`config.mk`:
```
export PLATFORM = sky130hd
export DESIGN_NAME = apb_gpi_irq
export DESIGN_NICKNAME = d
export VERILOG_FILES = /design/src/rtl/gpi_pkg.sv /design/src/rtl/gpi_debounce.sv /design/src/rtl/apb_gpi_irq.sv
export SDC_FILE = /design/constraint.sdc
export NUM_CORES = 1
export LEC_CHECK = 0
export CAP_MARGIN = 20
export CELL_PAD_IN_SITES_DETAIL_PLACEMENT = 0
export CELL_PAD_IN_SITES_GLOBAL_PLACEMENT = 1
export CORE_MARGIN = 8
export CORE_UTILIZATION = 46
export CTS_BUF_LIST = sky130_fd_sc_hd__clkbuf_4
export DETAILED_ROUTE_END_ITERATION = 6
export GPL_TIMING_DRIVEN = 0
export PLACE_DENSITY_LB_ADDON = 0.1
export SLEW_MARGIN = 15
export SYNTH_ARGS = -nofsm -noshare
export SYNTH_HDL_FRONTEND = slang
export SYNTH_SLANG_ARGS = --single-unit
```
`constraint.sdc`:
```
create_clock -name PCLK -period 3.3 [get_ports PCLK]
set_input_delay 0.33 -clock PCLK [delete_from_list [all_inputs] [get_ports PCLK]]
set_output_delay 0.33 -clock PCLK [all_outputs]
set_load 0.005 [all_outputs]
```
`src/rtl/gpi_pkg.sv`:
```
// gpi_pkg: register offsets and edge-select encoding for the APB GPI block
package gpi_pkg;
  localparam logic [4:0] GPI_CR  = 5'h00;
  localparam logic [4:0] GPI_IDR = 5'h04;
  localparam logic [4:0] GPI_IER = 5'h08;
  localparam logic [4:0] GPI_ITR = 5'h0C;
  localparam logic [4:0] GPI_ISR = 5'h10;
  localparam logic [4:0] GPI_DBR = 5'h14;
  typedef enum logic {EDGE_RISE, EDGE_FALL} edge_t;
endpackage

```
`src/rtl/gpi_debounce.sv`:
```
// gpi_debounce: one pin's synchroniser, debounce counter and stable/delayed-stable state
module gpi_debounce #(
  parameter int SYNC_STAGES = 2,
  parameter int DB_W        = 8
) (
  input  logic            PCLK,
  input  logic            PRESET,
  input  logic            din,
  input  logic [DB_W-1:0] dbr,
  input  logic            dbr_wr,
  output logic            stable,
  output logic            stable_d
);
  logic [SYNC_STAGES-1:0] sync_q;
  logic [DB_W-1:0]        cnt;
  logic                   sync;

  assign sync = sync_q[SYNC_STAGES-1];

  // sync chain, debounce filter and one-cycle delayed copy for edge detection
  always_ff @(posedge PCLK or negedge PRESET) begin
    if (!PRESET) begin
      sync_q   <= '0;
      cnt      <= '0;
      stable   <= 1'b0;
      stable_d <= 1'b0;
    end else begin
      sync_q   <= {sync_q[SYNC_STAGES-2:0], din};
      stable_d <= stable;
      if (dbr == '0) begin
        stable <= sync;
        cnt    <= '0;
      end else if (sync == stable) begin
        cnt <= '0;
      end else if (cnt == dbr - DB_W'(1)) begin
        stable <= sync;
        cnt    <= '0;
      end else begin
        cnt <= cnt + DB_W'(1);
      end
      if (dbr_wr) cnt <= '0;
    end
  end
endmodule

```
`src/rtl/apb_gpi_irq.sv`:
```
// apb_gpi_irq: APB general-purpose input port with debounce, edge capture and level interrupt
module apb_gpi_irq
  import gpi_pkg::*;
#(
  parameter int WIDTH       = 8,
  parameter int SYNC_STAGES = 2,
  parameter int DB_W        = 8
) (
  input  logic             PCLK,
  input  logic             PRESET,
  input  logic [4:0]       PADDR,
  input  logic             PWRITE,
  input  logic             PSEL,
  input  logic             PENABLE,
  input  logic [31:0]      PWDATA,
  output logic [31:0]      PRDATA,
  output logic             PREADY,
  input  logic [WIDTH-1:0] gpi,
  output logic             irq
);
  logic [WIDTH-1:0] cr, ier, itr, isr, stable, stable_d, evt, wdat;
  logic [DB_W-1:0]  dbr;
  logic [31:0]      rd_data;
  logic [4:0]       off;
  logic             acc, wr, rd, dbr_wr, unused_bits;

  assign off         = {PADDR[4:2], 2'b00};
  assign acc         = PSEL & PENABLE & ~PREADY;
  assign wr          = acc & PWRITE;
  assign rd          = acc & ~PWRITE;
  assign dbr_wr      = wr && off == GPI_DBR;
  assign wdat        = PWDATA[WIDTH-1:0];
  assign irq         = |(isr & ier);
  assign unused_bits = ^{PADDR[1:0], PWDATA};

  for (genvar i = 0; i < WIDTH; i++) begin : g_bit
    gpi_debounce #(.SYNC_STAGES(SYNC_STAGES), .DB_W(DB_W)) u_db (
      .PCLK     (PCLK),
      .PRESET   (PRESET),
      .din      (gpi[i]),
      .dbr      (dbr),
      .dbr_wr   (dbr_wr),
      .stable   (stable[i]),
      .stable_d (stable_d[i])
    );
    assign evt[i] = cr[i] & ((edge_t'(itr[i]) == EDGE_FALL) ? (stable_d[i] & ~stable[i])
                                                            : (~stable_d[i] & stable[i]));
  end

  // read mux over the register map; unmapped offsets read zero
  always_comb begin
    rd_data = '0;
    case (off)
      GPI_CR:  rd_data = 32'(cr);
      GPI_IDR: rd_data = 32'(stable & cr);
      GPI_IER: rd_data = 32'(ier);
      GPI_ITR: rd_data = 32'(itr);
      GPI_ISR: rd_data = 32'(isr);
      GPI_DBR: rd_data = 32'(dbr);
      default: rd_data = '0;
    endcase
  end

  // one-wait-state APB handshake, register writes and sticky status with set-over-clear
  always_ff @(posedge PCLK or negedge PRESET) begin
    if (!PRESET) begin
      PREADY <= 1'b0;
      PRDATA <= '0;
      cr     <= '0;
      ier    <= '0;
      itr    <= '0;
      isr    <= '0;
      dbr    <= '0;
    end else begin
      PREADY <= acc;
      if (rd) PRDATA <= rd_data;
      if (wr && off == GPI_CR)  cr  <= wdat;
      if (wr && off == GPI_IER) ier <= wdat;
      if (wr && off == GPI_ITR) itr <= wdat;
      if (dbr_wr) dbr <= PWDATA[DB_W-1:0];
      isr <= (isr & ~((wr && off == GPI_ISR) ? wdat : '0)) | evt;
    end
  end
endmodule

```
==> metrics.yaml, run 1 <==
cts:
  cts_root_buffer: "clkbuf_4"
  clk_pin_slew_worst_paths_ps: 130
  cts_tree: "built"
  cts-buffers-inserted: 17
  clock-sinks: 145
  clk_path_buf_depth: 2
  clock_latency_ps: 560
  htreeDepth: 4
routing:
  vias: 5430
  ant_nets: 0
  vias_per_cell: 5.19
  drcViolationCount: 0
  wl_per_cell_um: 16.9
  drt-total-wl_mm: 17.7
  drtIter0Drc: 263
  dr.pass1.iters: 5
worst_setup_path:
  worstPathRequired_ps: 3750
  startpoint_type: "flop"
  path_cells: "buf_2 -> inv_1 -> ha_2 -> nor3b_4 -> xnor2_1 -> xor2_1 -> nand3_1 -> o31ai_1 -> mux2_2"
  reg2reg_to: "g_bit[5].u_db.stable$_DFFE_PN0P_"
  arrival_ps: 3600
  r2r-start: "dbr[0]$_DFFE_PN0P_"
  crit_slowest_cell: "xnor2_1"
  critPathLaunch: "dbr[0]$_DFFE_PN0P_"
  rr_worst_depth: 9
  path_max_fanout: 10
  cp-end-kind: "flop"
  r2r_slack_ps: 150
  crit_end: "g_bit[5].u_db.stable$_DFFE_PN0P_"
  crit_type: "flop to flop"
  cpPeakStageDelay_ps: 540
sta:
  tightest_slew_ps: 1020
  timing.final.crit_share_pct: 95.3
  fin_skew_ps: 18.4
  max_freq_mhz: 318
  slew_violations: 0
  rsz0062_at_grt: "false"
  setup_ws_ps: 154
  hold_viol_final: 0
  setup_viol: 0
  tns_ps: 0
  min_period_ps: 3150
  slew_headroom_pct: 31.9
global_routing:
  grt_max_degree: 82
  grt_pass1_vias: 5550
  grt_pass1_wl_mm: 29.6
  grt_overflow_total: 0
  grt_use_total_pct: 17.5
  antenna_found_initial: 1
layout:
  final_area_um2: 8750
  fin_nets: 873
  drive_gt1_share_pct: 14.4
  fin_cells: 1047
  syn_to_final_growth_pct: 13.6
pwr:
  total_power_mw: 5.53
  pwr-share-seq_pct: 46.0
  p_per_area_nw_per_um2: 632
  power_frac_comb_pct: 32.8
  p_leak_nw: 3.97
  power.internal_mw: 3.52
  clockPowerShare_pct: 21.2
  p_sw_mw: 2.00
  swShare_pct: 36.3
  peakVddDrop_uv: 238
placed_design:
  dp_hpwl_mm: 12.5
  port_buffers: 32
  place.gp.congestion: 0.830
  place_inst: 1013
  placed_area_um2: 8420
  pre_cts_ws_ps: -181
min_path:
  hold_class: "primary input to flop"
die:
  core_area_um2: 16500
  rows: 47
  io_pins: 84
  die_y_um: 145
  die_width_um: 145
  dieArea_um2: 21100
  initial_core_util_pct: 46.8
synth:
  syn-cell-area_um2: 7700
  yosysMostFrequentCell: "dfrtp_1"
  async_reset_ff_share_pct: 100
  seq_area_frac_synth_pct: 47.1
  ys.flop_type: "dfrtp_1"
  synth_edf_count: 0
  postSynthCellCount: 737
  yosys.area.top_type_share_pct: 47.1
  syn_avg_cell_area_um2: 10.5
  ys_top_cells_by_area: "dfrtp_1 47%, xor2_1 7.6%, xnor2_1 6.9%, mux2_2 5.6%, nor2_1 4.5%"
  synth_area_leader_cell: "dfrtp_1"
  synth_cell_type_count: 53
  ys_ff_latch: 145
  synth_common_cells: "145 x dfrtp_1, 92 x nor2_1, 67 x xor2_1"
  ys.warnings.count: 0
run:
  max-cap-violations: 0
run_status:
  outcome: "complete, no violations"
-- metrics by stage --
stage	util, %	hold WS [ps]
after floorplan	-	34.4
after global placement	50.9	334
after detailed placement	51.1	335
after CTS	53.1	146
after global routing	53.1	141
final	53.1	186
-- sequential cells by signal, summed over array words and instances, names as in the netlist --
| signal | count |
|---|---|
| g_bit.u_db.stable | 8 |
| g_bit.u_db.stable_d | 8 |
| PRDATA | 8 |
| g_bit.u_db.sync_q | 16 |
| dbr | 8 |
| isr | 8 |
| g_bit.u_db.cnt | 64 |
| cr | 8 |
| PREADY | 1 |
| ier | 8 |
| itr | 8 |
-- cells in the final DEF, fill, tap and decap left out, types with 24 or more instances in the layout --
cell type | synthesis | routed
dfrtp_1 | 145 | 145
nor2_1 | 92 | 92
xor2_1 | 67 | 67
xnor2_1 | 61 | 61
nand2_1 | 54 | 54
nand3_1 | 45 | 45
mux2_2 | 38 | 38
o21ai_0 | 37 | 37
clkdlybuf4s50_1 | 0 | 31
buf_4 | 24 | 25
conb_1 | 1 | 24
-- power by group through the flow --
stage	sequential, mW	combinational (mW)	clock (mW)
3_3_place_gp	2.57	1.75	0
4_1_cts	2.54	1.82	1.21
6_report	2.54	1.81	1.17
2_1_floorplan	2.46	1.34	0
5_1_grt	2.61	2.03	1.28
3_5_place_dp	2.58	1.79	0
-- worst max-delay path, delay by kind of cell, from the launching register on --
family	cells	cell delay, ps
adder cells (fa/ha/maj)	1	280
XOR/XNOR	2	730
multiplexers	1	380
flip-flops	1	380
buffers and inverters	2	550
AO/OA/AOI/OAI	1	390
AND/OR/NAND/NOR	2	330
-- layout make-up --
class                           instances  area, µm²
Timing Repair Buffer                   35        370
Antenna cell                            1       2.50
Tap cell                              220        275
Multi-Input combinational cell        553       3840
Clock buffer                           17        128
Sequential cell                       145       3630
Inverter                               12       45.0
Fill cell                            1490       7720
Clock inverter                         15        169
Buffer                                 49        294
-- cells by family (layout without fill, tap and decap cells) --
family          Yosys count  count (layout)  share of synthesized area, %
compound gates           80              80                          6.76
xor+xnor                138             138                          17.3
fa+ha+maj                10              10                          1.62
buf+inv                  62             128                          4.45
flops                   145             145                          47.1
mux                      47              47                          6.72
other cells               1              25                        0.0487
simple gates            254             254                          16.0
-- layer usage --
metal	wire length [µm]	up-vias	global-route usage (%)
met5	0	-	0
met4	395	0	6.09
li1	-	2628	-
met1	8220	2657	22.5
met3	757	30	4.70
met2	8360	115	28.0
-- worst min-delay path by stage --
stage / slack, ps / start / end / cells past startpoint
floorplan: 30 / PRESET / PRDATA[0]$_DFFE_PN0P_ / 0
global placement: 330 / g_bit[2].u_db.sync_q[0]$_DFF_PN0_ / g_bit[2].u_db.sync_q[1]$_DFF_PN0_ / 0
detailed placement: 330 / g_bit[6].u_db.sync_q[0]$_DFF_PN0_ / g_bit[6].u_db.sync_q[1]$_DFF_PN0_ / 0
CTS: 150 / gpi[1] / g_bit[1].u_db.sync_q[0]$_DFF_PN0_ / 1
global route: 140 / gpi[3] / g_bit[3].u_db.sync_q[0]$_DFF_PN0_ / 1
finish: 190 / gpi[1] / g_bit[1].u_db.sync_q[0]$_DFF_PN0_ / 1
-- timing repair --
action                     CTS  global route
setup buffers                1             0
setup endpoints to repair   14             8
gates resized for setup      2             1
hold endpoints to repair    80             0
hold buffers                 1             0
pin swaps                    0             1
cloned                       0             0
No activity file was read; power rests on OpenSTA's default activity.
==> run 2, diff against run 1 <==
- CORE_MARGIN: 8 -> 5
==> metrics.yaml, run 2 (synthesis gave the netlist of run 1 again) <==
run_status:
  outcome: "complete, no violations"
cts:
  clock-sinks: 145
  htreeDepth: 4
  cts-buffers-inserted: 17
  clk_pin_slew_worst_paths_ps: 140
  clk_path_buf_depth: 2
  clock_latency_ps: 560
  cts_root_buffer: "clkbuf_4"
  cts_tree: "built"
routing:
  vias_per_cell: 5.23
  drt-total-wl_mm: 17.7
  vias: 5473
  drcViolationCount: 0
  dr.pass1.iters: 4
  ant_nets: 0
  wl_per_cell_um: 16.9
  drtIter0Drc: 280
pwr:
  p_per_area_nw_per_um2: 651
  total_power_mw: 5.74
  p_leak_nw: 3.99
  peakVddDrop_uv: 229
run:
  max-cap-violations: 0
die:
  io_pins: 84
  core_area_um2: 16500
  dieArea_um2: 19400
  initial_core_util_pct: 46.6
  die_width_um: 139
  die_y_um: 139
  rows: 47
sta:
  max_freq_mhz: 321
  tightest_slew_ps: 1010
  rsz0062_at_grt: "false"
  slew_violations: 0
  fin_skew_ps: 12.7
  min_period_ps: 3120
  timing.final.crit_share_pct: 94.5
  hold_viol_final: 0
  setup_ws_ps: 181
  tns_ps: 0
  setup_viol: 0
  slew_headroom_pct: 32.1
min_path:
  hold_class: "primary input to flop"
layout:
  multi_input_area_um2: 3840
  fin_nets: 873
  fin_cells: 1047
  final_cell_mix: "145 x dfrtp_1, 92 x nor2_1, 67 x xor2_1"
  largest_reg_flops: 64
  syn_to_final_growth_pct: 14.5
  final_common_cell: "dfrtp_1"
  layout.area.seq_um2: 3630
  drive_gt1_share_pct: 14.6
  fillers: 1485
  reg.largest.list: "g_bit.u_db.cnt: 64 flops, g_bit.u_db.sync_q: 16 flops"
  final_util_pct: 53.4
  regMostFlops: "g_bit.u_db.cnt"
worst_setup_path:
  crit_type: "flop to flop"
  worstPathRequired_ps: 3760
  arrival_ps: 3580
  cp-end-kind: "flop"
  path_max_fanout: 10
  startpoint_type: "flop"
global_routing:
  grt_pass1_vias: 5710
  grt_overflow_total: 0
  antenna_found_initial: 1
  grt_pass1_wl_mm: 29.7
  grt_use_total_pct: 19.1
  grt_max_degree: 103
placed_design:
  pre_cts_ws_ps: -207
  place_inst: 1013
  dp_hpwl_mm: 12.4
  place.gp.congestion: 0.813
  port_buffers: 32
-- run 2: changes by cell type in the layout (fill, tap and decap cells not counted), sizes merged --
cell	before	now
clkinvlp	2	3
bufinv	3	5
clkinv	10	3
inv	12	16
-- run 2: final timing paths --
check	start	endpoint	slack (ps)	cells past startpoint
worst max-delay path	dbr[0]$_DFFE_PN0P_	g_bit[7].u_db.stable$_DFFE_PN0P_	180	9
worst min-delay path	gpi[1]	g_bit[1].u_db.sync_q[0]$_DFF_PN0_	190	1
worst max register to register	dbr[0]$_DFFE_PN0P_	g_bit[7].u_db.stable$_DFFE_PN0P_	180	9
worst min register to register	g_bit[2].u_db.sync_q[0]$_DFF_PN0_	g_bit[2].u_db.sync_q[1]$_DFF_PN0_	360	0
max in group asynchronous	PRESET	g_bit[1].u_db.cnt[7]$_DFF_PN0_	2250	3
min in group asynchronous	PRESET	isr[2]$_DFF_PN0_	240	2
-- run 2: through the flow --
stage               hold slack, ps  instance area (µm²)
finish                         193                 8820
global route                   131                 8820
CTS                            140                 8800
detailed placement             246                 8420
global placement               332                 8390
floorplan                     34.4                 7790
-- run 2: where the power goes --
part	internal, mW	switching (mW)
clock network	0.686	0.693
logic	0.875	0.935
registers	2.13	0.418
-- run 2: critical path, stage by stage (launching register included) --
cell and delay (ps):
dfrtp_1 390, buf_2 380, inv_1 150, ha_2 280
xnor2_4 470, o211ai_1 140, a2111oi_0 390, nand4_1 220
o21ai_0 240, mux2_2 350
-- run 2: per-layer routing --
layer	vias up	global-route usage, %	wire [µm]
met5	-	0	0
met2	116	32.6	8710
li1	2628	-	-
met3	30	3.95	671
met1	2699	24.1	7920
met4	0	6.69	388
-- run 2: final cells by class --
type                    count  area share (%)
plain buffers              49            3.33
repair buffers             35            4.20
clock inverters            15            2.61
diodes                      1          0.0284
well taps                 220            3.12
clock buffers              17            1.45
inverters                  12           0.511
flip-flops and latches    145            41.1
multi-input cells         553            43.6
-- run 2: timing repair --
action	4_1_cts	5_1_grt
buffers inserted	1	0
resized for setup	2	2
pin swaps	0	0
endpoints found under the setup margin	10	9
hold endpoints to repair	43	0
hold buffers	1	0
==> run 3, diff against run 2 <==
- CORE_ASPECT_RATIO: not set -> 1.2
- CORE_UTILIZATION: 46 -> 47
- SYNTH_HIERARCHICAL: not set -> 1
==> metrics.yaml, run 3 <==
run_status:
  outcome: "complete, no violations"
cts:
  clk_path_buf_depth: 2
  cts_setup_buffers: 0
  clock-sinks: 145
  cts_root_buffer: "clkbuf_4"
  htreeDepth: 4
  cts-buffers-inserted: 17
  clk_pin_slew_worst_paths_ps: 130
  cts_tree: "built"
  clock_latency_ps: 560
sta:
  tightest_slew_ps: 957
  slew_violations: 0
  max_freq_mhz: 331
  min_period_ps: 3030
  setup_viol: 0
  hold_viol_final: 0
  rsz0062_at_grt: "false"
  fin_skew_ps: 29.5
  slew_headroom_pct: 36.0
  timing.final.crit_share_pct: 91.7
  hold_ws_ps: 199
die:
  io_pins: 84
  die_width_um: 136
  dieArea_um2: 22100
  core_area_um2: 18900
  die_y_um: 162
  initial_core_util_pct: 47.8
  rows: 55
layout:
  reg.largest.list: "g_bit.u_db/cnt: 64 flops, g_bit.u_db/sync_q: 16 flops"
  fillers: 1711
  final_common_cell: "dfrtp_1"
  largest_reg_flops: 64
  syn_to_final_growth_pct: 12.6
  drive_gt1_share_pct: 20.3
  fin_cells: 1232
  fin_nets: 1036
  regMostFlops: "g_bit.u_db/cnt"
  final_util_pct: 53.8
  final_cell_mix: "138 x dfrtp_1, 88 x xor2_1, 49 x nand3_1"
worst_setup_path:
  crit_buf_inv: 3
  startpoint_type: "flop"
  worstPathRequired_ps: 3760
  crit_type: "flop to flop"
  path_cells: "inv_1 -> ha_1 -> buf_2 -> o21bai_1 -> a2111oi_0 -> a311oi_1 -> a211oi_1 -> or4_1 -> buf_6 -> nor2_2"
  crit_family: "compound AO/OA/AOI/OAI gates"
  rr_worst_depth: 10
  cp-end-kind: "flop"
  path_max_fanout: 32
  cpPeakStageDelay_ps: 850
  reg2reg_to: "g_bit[2].u_db/cnt[6]$_DFF_PN0_"
  r2r-start: "dbr[1]$_DFFE_PN0P_"
  r2r_slack_ps: 270
  arrival_ps: 3480
  crit_slowest_cell: "dfrtp_2"
routing:
  vias: 6748
  wl_per_cell_um: 16.2
  vias_per_cell: 5.48
  drtIter0Drc: 255
  ant_nets: 0
  dr.pass1.iters: 5
  drcViolationCount: 0
  drt-total-wl_mm: 20.0
run:
  max-cap-violations: 0
synth:
  postSynthCellCount: 881
  synth_edf_count: 0
  synth_common_cells: "145 x dfrtp_1, 88 x xor2_1, 49 x nand3_1"
  syn_avg_cell_area_um2: 10.2
  yosysMostFrequentCell: "dfrtp_1"
  synth_cell_type_count: 58
  ys_top_cells_by_area: "dfrtp_1 40%, xor2_1 8.5%, mux2_2 4.2%, xnor2_1 3.5%, ha_1 3.3%"
  ys_ff_latch: 145
  synth_area_leader_cell: "dfrtp_1"
  ys.flop_type: "dfrtp_1"
  ys.warnings.count: 6
  yosys.area.top_type_share_pct: 40.2
  async_reset_ff_share_pct: 100
  syn-cell-area_um2: 9020
  seq_area_frac_synth_pct: 40.2
placed_design:
  port_buffers: 33
  dp_hpwl_mm: 13.7
  place.gp.congestion: 0.806
  place_inst: 1198
global_routing:
  grt_use_total_pct: 18.7
  grt_max_degree: 97
  grt_overflow_total: 0
  antenna_found_initial: 2
  grt_pass1_vias: 6799
  grt_pass1_wl_mm: 33.3
min_path:
  whs_path_depth: 1
  min_from: "gpi[7]"
  hold_class: "primary input to flop"
  whs_endpoint: "g_bit[7].u_db/sync_q[0]$_DFF_PN0_"
pwr:
  p_leak_nw: 4.45
  p_per_area_nw_per_um2: 592
  peakVddDrop_uv: 259
==> run 3: per-stage QoR <==
| step | area, µm² | setup TNS [ps] | setup slack [ps] | power [mW] |
|---|---|---|---|---|
| 2_1_floorplan | 9110 | 0 | 314 | 4.30 |
| 3_3_place_gp | 9760 | -583350 | -3890 | 4.87 |
| 3_5_place_dp | 9880 | 0 | 380 | 4.99 |
| 4_1_cts | 10100 | 0 | 336 | 6.09 |
| 5_1_grt | 10200 | 0 | 153 | 6.47 |
| 6_report | 10200 | 0 | 274 | 6.01 |
==> run 3: logic make-up after synthesis <==
family                   after synthesis  share of synthesized area, %
buffers and inverters                 88                          5.53
XOR/XNOR                             124                          12.0
other                                  1                        0.0416
AO/OA/AOI/OAI                        122                          10.2
flip-flops                           145                          40.2
adder cells (fa/ha/maj)               24                          3.33
multiplexers                          52                          6.80
AND/OR/NAND/NOR                      325                          21.9
==> run 3: how the worst max path moves through the flow <==
stage,startpoint,endpoint,depth (start not counted)
4_1_cts,dbr[1]$_DFFE_PN0P_,g_bit[1].u_db/cnt[2]$_DFF_PN0_,10
5_1_grt,dbr[1]$_DFFE_PN0P_,g_bit[0].u_db/cnt[4]$_DFF_PN0_,10
3_3_place_gp,PRESET,g_bit[2].u_db/cnt[4]$_DFF_PN0_,1
6_report,dbr[1]$_DFFE_PN0P_,g_bit[2].u_db/cnt[6]$_DFF_PN0_,10
3_5_place_dp,dbr[1]$_DFFE_PN0P_,g_bit[2].u_db/cnt[4]$_DFF_PN0_,10
2_1_floorplan,dbr[2]$_DFFE_PN0P_,g_bit[6].u_db/stable$_DFFE_PN0P_,6
==> run 3: final cells by class <==
type	count	area [µm²]	share of cell area, %
repair buffers	39	453	4.46
well taps	256	320	3.15
inverters	35	131	1.29
plain buffers	53	368	3.62
clock inverters	15	134	1.32
multi-input cells	671	4980	49.0
flip-flops and latches	145	3640	35.8
diodes	1	2.50	0.0246
clock buffers	17	128	1.26
==> run 3: layer usage <==
| layer | GRT usage, % | routed length, µm | vias to the layer above | share of wire [%] |
|---|---|---|---|---|
| li1 | - | - | 3231 | - |
| met1 | 23.8 | 8850 | 3340 | 44 |
| met2 | 31.5 | 10100 | 144 | 50 |
| met4 | 6.37 | 264 | 2 | 1.3 |
| met3 | 3.75 | 773 | 31 | 3.9 |
| met5 | 0 | 20 | - | 0.10 |
==> run 3: what timing repair did <==
action	CTS	global route
hold buffers	1	0
resized for setup	0	0
hold endpoints to repair	49	0
==> run 3: report_power, final <==
part | internal [mW] | switching, mW | total, mW
clock | 0.380 | 0.686 | 1.07
sequential | 2.13 | 0.572 | 2.70
combinational | 1.14 | 1.11 | 2.24
